$ cat src/rtl/serial_tcs_sub_if.sv
// Handshake and result bundle for the bit-serial two's-complement subtractor.
// The master issues start with its operands; the slave returns busy/done and results.
interface serial_tcs_sub_if #(
    parameter int WIDTH = 8
);
    logic             start;
    logic [WIDTH-1:0] a;
    logic [WIDTH-1:0] b;
    logic             busy;
    logic             done;
    logic [WIDTH-1:0] diff;
    logic             borrow;
    logic             overflow;

    modport master (
        output start, a, b,
        input  busy, done, diff, borrow, overflow
    );

    modport slave (
        input  start, a, b,
        output busy, done, diff, borrow, overflow
    );
endinterface

$ cat src/rtl/serial_tcs_sub.sv
// Bit-serial two's-complement subtractor: diff = a + ~b + 1, one bit per clock,
// LSB first, through a single full-adder cell and a carry flop.
module serial_tcs_sub #(
    parameter int WIDTH = 8
) (
    input  logic            clk,
    input  logic            rst,
    serial_tcs_sub_if.slave bus
);
    localparam int CNT_W = $clog2(WIDTH);
    localparam logic [CNT_W-1:0] LAST_CNT = CNT_W'(WIDTH - 1);

    typedef enum logic [1:0] {
        IDLE  = 2'd0,
        SHIFT = 2'd1,
        DONE  = 2'd2
    } state_t;

    state_t           state;
    state_t           state_nxt;
    logic [WIDTH-1:0] sh_a;
    logic [WIDTH-1:0] sh_b;
    logic [WIDTH-1:0] sh_d;
    logic [CNT_W-1:0] cnt;
    logic             carry;
    logic             a_msb;
    logic             b_msb;
    logic             borrow_q;
    logic             ovf_q;
    logic             sum_bit;
    logic             carry_nxt;
    logic             last_bit;

    // Full-adder cell on the current LSBs plus the last-bit detector.
    always_comb begin
        sum_bit   = sh_a[0] ^ sh_b[0] ^ carry;
        carry_nxt = (sh_a[0] & sh_b[0]) | (sh_a[0] & carry) | (sh_b[0] & carry);
        last_bit  = (cnt == LAST_CNT);
    end

    // State register; an asynchronous reset aborts any operation in flight.
    always_ff @(posedge clk or posedge rst) begin
        // NOTE: flops use non-blocking (<=) so every register samples pre-edge values.
        if (rst) begin
            state <= IDLE;
        end else begin
            state <= state_nxt;
        end
    end

    // Next-state logic: accept start only in IDLE, shift WIDTH bits, pulse DONE once.
    always_comb begin
        // NOTE: default assigned first so no path leaves state_nxt unassigned (no latch).
        state_nxt = state;
        case (state)
            IDLE:    if (bus.start) state_nxt = SHIFT;
            SHIFT:   if (last_bit)  state_nxt = DONE;
            DONE:    state_nxt = IDLE;
            default: state_nxt = IDLE;
        endcase
    end

    // Datapath: load on accepted start, shift one bit per SHIFT cycle,
    // latch borrow/overflow on the edge that writes the last bit.
    always_ff @(posedge clk or posedge rst) begin
        if (rst) begin
            sh_a     <= '0;
            sh_b     <= '0;
            sh_d     <= '0;
            cnt      <= '0;
            carry    <= 1'b0;
            a_msb    <= 1'b0;
            b_msb    <= 1'b0;
            borrow_q <= 1'b0;
            ovf_q    <= 1'b0;
        end else begin
            case (state)
                IDLE: begin
                    if (bus.start) begin
                        sh_a  <= bus.a;
                        sh_b  <= ~bus.b;
                        carry <= 1'b1;
                        cnt   <= '0;
                        a_msb <= bus.a[WIDTH-1];
                        b_msb <= bus.b[WIDTH-1];
                    end
                end
                SHIFT: begin
                    sh_a  <= sh_a >> 1;
                    sh_b  <= sh_b >> 1;
                    sh_d  <= {sum_bit, sh_d[WIDTH-1:1]};
                    carry <= carry_nxt;
                    cnt   <= cnt + 1'b1;
                    if (last_bit) begin
                        // sum_bit on this edge becomes diff's MSB.
                        borrow_q <= ~carry_nxt;
                        ovf_q    <= (a_msb != b_msb) && (sum_bit != a_msb);
                    end
                end
                default: ;
            endcase
        end
    end

    assign bus.busy     = (state == SHIFT);
    assign bus.done     = (state == DONE);
    assign bus.diff     = sh_d;
    assign bus.borrow   = borrow_q;
    assign bus.overflow = ovf_q;
endmodule

$ cat src/flat_wrapper.sv
// flat-port wrapper written by rule: the top's interface ports become plain ports
module serial_tcs_sub_flat 
#(
    parameter int WIDTH = 8
)
  (clk, rst, bus_start, bus_a, bus_b, bus_busy, bus_done, bus_diff, bus_borrow, bus_overflow);
  serial_tcs_sub_if #(.WIDTH(WIDTH)) bus_i ();
  input  logic clk;
  input  logic rst;
  input wire logic [$bits(bus_i.start)-1:0] bus_start;
  input wire logic [$bits(bus_i.a)-1:0] bus_a;
  input wire logic [$bits(bus_i.b)-1:0] bus_b;
  output wire logic [$bits(bus_i.busy)-1:0] bus_busy;
  output wire logic [$bits(bus_i.done)-1:0] bus_done;
  output wire logic [$bits(bus_i.diff)-1:0] bus_diff;
  output wire logic [$bits(bus_i.borrow)-1:0] bus_borrow;
  output wire logic [$bits(bus_i.overflow)-1:0] bus_overflow;
  assign bus_i.start = bus_start;
  assign bus_i.a = bus_a;
  assign bus_i.b = bus_b;
  assign bus_busy = bus_i.busy;
  assign bus_done = bus_i.done;
  assign bus_diff = bus_i.diff;
  assign bus_borrow = bus_i.borrow;
  assign bus_overflow = bus_i.overflow;
  serial_tcs_sub #(.WIDTH(WIDTH)) u_core (.clk(clk), .rst(rst), .bus(bus_i));
endmodule
$ cat config.mk
export PLATFORM = sky130hd
export DESIGN_NAME = serial_tcs_sub_flat
export DESIGN_NICKNAME = d
export VERILOG_FILES = /design/src/rtl/serial_tcs_sub_if.sv /design/src/rtl/serial_tcs_sub.sv /design/src/flat_wrapper.sv
export SDC_FILE = /design/constraint.sdc
export NUM_CORES = 1
export LEC_CHECK = 0
export CORE_MARGIN = 3
export CORE_UTILIZATION = 33
export CTS_CLUSTER_DIAMETER = 200
export CTS_CLUSTER_SIZE = 25
export DETAILED_ROUTE_END_ITERATION = 10
export GPL_ROUTABILITY_DRIVEN = 0
export GPL_TIMING_DRIVEN = 0
export PLACE_DENSITY = 0.66
export RECOVER_POWER = 100
export SETUP_SLACK_MARGIN = 0.4
export SYNTH_ARGS = -nofsm -noshare
export SYNTH_HDL_FRONTEND = slang
export SYNTH_SLANG_ARGS = --single-unit
$ cat constraint.sdc
create_clock -name clk -period 2.3 [get_ports clk]
set_clock_uncertainty 0.15 [all_clocks]
set_input_delay 0.69 -clock clk [delete_from_list [all_inputs] [get_ports clk]]
set_output_delay 0.69 -clock clk [all_outputs]
set_load 0.1 [all_outputs]
Yosys cells after proc, flatten, opt, wreduce, memory -nomap -nowiden. Cells that the tools add are included.

Bits in registers: 34. Bits in latches: 0. RAM bits: 0. Bits in read-only memories: 0. Input bits: 19. Output and inout bits: 12. Logic and storage cells: 45. Memories: 0.

$add $sub $neg: 1. Multipliers: 0. Div/mod/pow operators: 0. Order comparisons: 0. Eq/ne operators: 7. Shift operators: 0. Mux-type cells: 11. Bitwise gates (word level): 9. Reduce and logical (&&, ||, !) cells: 7.

Operator list (number): $pmux W8 S2 (2); $mux W8 (2); $not A8 Y8 (1); $reduce_and A2 Y1 (4); $pmux W3 S2 (1); $mux W2 (2); $pmux W2 S2 (1); $add A3 B1 Y3 const B (1); $and A1 B1 Y1 (3); $eq A3 B3 Y1 const B (1); $mux W3 (1); $eq A2 B1 Y1 const B (1); $eq A2 B2 Y1 const B (1); $logic_not A2 Y1 (1); $ne A1 B1 Y1 (2); $ne A2 B1 Y1 const B (1); $ne A2 B2 Y1 const B (1); $or A1 B1 Y1 (2); $pmux W1 S2 (1); $reduce_bool A2 Y1 (1); $xor A1 B1 Y1 (2); $logic_and A1 B1 Y1 (1); $mux W1 (1); $not A1 Y1 (1).

Longest topological paths before layout.
Depth after elaboration: 4. Gate-level depth with buffers: 5.

Worst setup path after synthesis. Ideal clock, no wire load.

Path kind: register to output. From: register u_core.state[0]. To: output port bus_done. Arrival: 1.239 ns. Data required time: 1.460 ns. Slack: 0.221 ns. Stages on the path, launching flop included: 2. Path buffers: 0. Cell sequence: dfrtp_1 and2b_1.

Word-level cells in the longest chain between the ends: 1.

Ends and longest elaborated chain: start: declaration (line serial_tcs_sub.sv:19) `state_t state;`; start signal: assignment (line serial_tcs_sub.sv:47) `state <= state_nxt;`; $eq A2 B2 Y1 (line serial_tcs_sub.sv:106) `assign bus.done = (state == DONE);`; end: declaration (line flat_wrapper.sv:14) `output wire logic [$bits(bus_i.done)-1:0] bus_done;`.

No other way between the ends.

Final worst setup path. Ends and elaborated chain as after synthesis.

==> metrics.txt <==
Adder-Cell Fraction of Synth Area 0.0288; Critical Path End bus_done; Tmin final around 2.1 ns; #FFs+latches synth 34; Simple-Gate Fraction of Synth Area 0.181; CTS tree done; mapped cell area 0.00157 sq mm; CTS root buffer clkbuf_8; Largest delay share family, worst path flip-flops; vias in the first global route ~1200; GRT Util Overall 0.127; status finished, final reports clean; top-area cell type share of the netlist area 0.544; largest family of logic cells by synthesized area simple AND/OR/NAND/NOR gates; GRT Residual Overflow 0; unrepaired setup endpoints after global routing true; Iter 0 DRT Violations 59; Initial Utilization 0.350; XOR/XNOR share of the synthesized area 0; CTS sink count 34; sequential cell area fraction in the yosys report 0.544; r2r setup slk 0.34 ns; fmax 0.474 GHz; first-pass GRT wire length around 5.3 mm; antenna-violating nets left 0; hpwl dp 2.02 mm; crit-path cells and2b_2 > clkbuf_4; cell accounting for the most synthesized area dfrtp_1; post-synthesis mux area share 0.0687; clk_lat worst skew approximately 0.29 ns; TritonCTS Buffers 5; area grow syn2layout 31.8%; CP endpoint kind output port; Yosys cell types 31; RR Endpoint u_core.bus.diff[7]; Multi-input gate area roughly 620 sq um; Post-Layout Cell Count approximately 250; Fillers 455; die area 0.00561 sq mm; critical-path maximum fanout 4; final setup vio count 0; H-tree levels 2; Syn Nets 170; Synth area leaders dfrtp_1 54%, nand2_1 9.4%, mux2i_1 4.5%; Buffers on Ports 30; Layout Nets 217; antenna violations before repair 0; CP peak stage delay 0.44 ns; R2R Path Start u_core.state[0]; Final Hold Viols 0; Synth Area in Compound Gates 0.129; max-cap violation count 0; worst path bufs/invs 1; Worst EP required between 1 and 1.5 ns; register area 852 sq um; Core ar. around 0.0045 sq mm; Least-Margin Pin Slew about 0.74 ns; synth warn 0; Routed Wire Length between 3 and 4 mm; DRC errors left 0; share of cells above drive strength 1 0.240; Min-Delay Path Class flop to flop; cell count after synthesis 148; Ant. Diodes 0; Syn Area/Cell 10.6 sq um; drt pass-1 iters 4; Die X 74.9 um; crit path from u_core.state[0]; Rows 24; largest net degree at the start of global routing 35; Die Y 74.9 um; Worst Setup Start Kind flop; cell at the slowest stage of the critical path dfrtp_1; Via density 4.68; Crit path depth 2; CP Class flop to output port; num ports 31; Final Slew Violations 0; part of the cycle the worst path needs 0.918; Avg WL per Cell around 12 um; CTS Hold Bufs 0; CTS clock-pin slew for the worst setup and hold paths 0.07 ns; Clock Path Buffers 2; worst path arrival time 1.27 ns; Slew headroom 0.507; vias post-DR 1160; Placed Instances 230; Reg2Reg Depth 5
-- cell families (layout without fill, tap and decap cells) --
family / after synthesis / in the layout
AO/OA/AOI/OAI: 27 / 27
adder cells (fa/ha/maj): 3 / 3
buffers and inverters: 14 / 62
flip-flops: 34 / 34
multiplexers: 10 / 10
AND/OR/NAND/NOR: 60 / 60
-- state kept, by name, summed over array words and instances, names as in the netlist --
signal               flops
u_core.sh_b              8
u_core.b_msb             1
u_core.bus.borrow        1
u_core.a_msb             1
u_core.bus.overflow      1
u_core.bus.diff          8
u_core.state             2
u_core.carry             1
u_core.sh_a              8
u_core.cnt               3
-- Yosys cell counts --
cell        n
a22oi_1     1
mux2_2      2
dfrtp_1    34
inv_2       1
mux2i_1     7
and2_4      5
o21ai_0     9
and2_1      2
a2bb2oi_1   2
mux2_4      1
fa_1        1
nand2_1    39
nor2_1      8
a22o_1      2
o21bai_2    1
inv_1       6
buf_4       1
o31ai_2     5
a31oi_1     1
and2b_1     1
or3b_2      1
o21ai_1     2
ha_1        2
o31ai_1     2
a21oi_1     2
nand2b_1    1
nand3b_1    1
buf_2       4
and2_0      1
buf_6       2
nand2b_4    1
-- metrics by stage --
stage	hold WS, ns	setup slack [ns]	area (sq um)	utilization	setup TNS, ns
CTS	0.334	0.100	2050	0.458	0
detailed placement	0.318	-0.543	1930	0.432	-4.62
floorplan	0.299	0.467	1570	-	0
finish	0.330	0.190	2060	0.461	0
global route	0.354	0.131	2060	0.461	0
global placement	0.309	-0.531	1930	0.432	-4.50
-- repair_timing --
action                     CTS  global route
resized for setup           80             6
setup endpoints to repair   46            16
buffers inserted             1             9
-- cells in the final DEF, fill, tap and decap left out, drive strengths merged --
| cell | synthesis | routed |
|---|---|---|
| mux2 | 3 | 3 |
| ha | 2 | 2 |
| nand3b | 1 | 1 |
| clkbuf | 0 | 21 |
| or3b | 1 | 1 |
| mux2i | 7 | 7 |
| a2bb2oi | 2 | 2 |
| dlygate4sd3 | 0 | 2 |
| buf | 7 | 15 |
| inv | 7 | 6 |
| nor2 | 8 | 8 |
| nand2 | 39 | 39 |
| o21ai | 11 | 11 |
| o31ai | 7 | 7 |
| o21bai | 1 | 1 |
| and2b | 1 | 1 |
| a21oi | 2 | 2 |
| fa | 1 | 1 |
| clkinvlp | 0 | 1 |
| a22o | 2 | 2 |
| bufinv | 0 | 1 |
| nand2b | 2 | 2 |
| dfrtp | 34 | 34 |
| a31oi | 1 | 1 |
| and2 | 8 | 8 |
| clkdlybuf4s50 | 0 | 16 |
| a22oi | 1 | 1 |
-- worst min-delay path: cells and delay by family, from the launching register on --
family          cells  cell delay [ns]
compound gates      1             0.05
flops               1             0.34
simple gates        1             0.05
-- layout make-up --
| cell class | count | share of cell area |
|---|---|---|
| Clock buffer | 7 | 0.0370 |
| Timing Repair Buffer | 40 | 0.163 |
| Inverter | 7 | 0.0158 |
| Buffer | 7 | 0.0243 |
| Sequential cell | 34 | 0.413 |
| Clock inverter | 1 | 0.0146 |
| Tap cell | 52 | 0.0315 |
| Multi-Input combinational cell | 100 | 0.301 |
-- layer usage --
| layer | GRT usage | routed length, um | up-vias | share of wire |
|---|---|---|---|---|
| met5 | 0 | 0 | - | 0 |
| met4 | 0.0415 | 20 | 0 | 0.0065 |
| met3 | 0.0521 | 162 | 4 | 0.053 |
| met2 | 0.193 | 1370 | 30 | 0.44 |
| met1 | 0.163 | 1530 | 545 | 0.50 |
| li1 | - | - | 581 | - |
-- worst min-delay path by stage --
| stage | startpoint | end | slack [ns] | cells after the start |
|---|---|---|---|---|
| after global routing | u_core.sh_a[3] | u_core.sh_a[3] | 0.35 | 2 |
| final | u_core.sh_b[3] | u_core.sh_b[3] | 0.33 | 2 |
| after CTS | u_core.sh_b[6] | u_core.sh_b[6] | 0.33 | 2 |
| after detailed placement | u_core.sh_b[5] | u_core.sh_b[5] | 0.32 | 2 |
| after floorplan | u_core.sh_a[1] | u_core.sh_a[1] | 0.30 | 2 |
| after global placement | u_core.bus.diff[0] | u_core.bus.diff[0] | 0.31 | 2 |
Power is not shown: default switching activity piles up to over one toggle a cycle in this logic, so the estimate is an artifact.
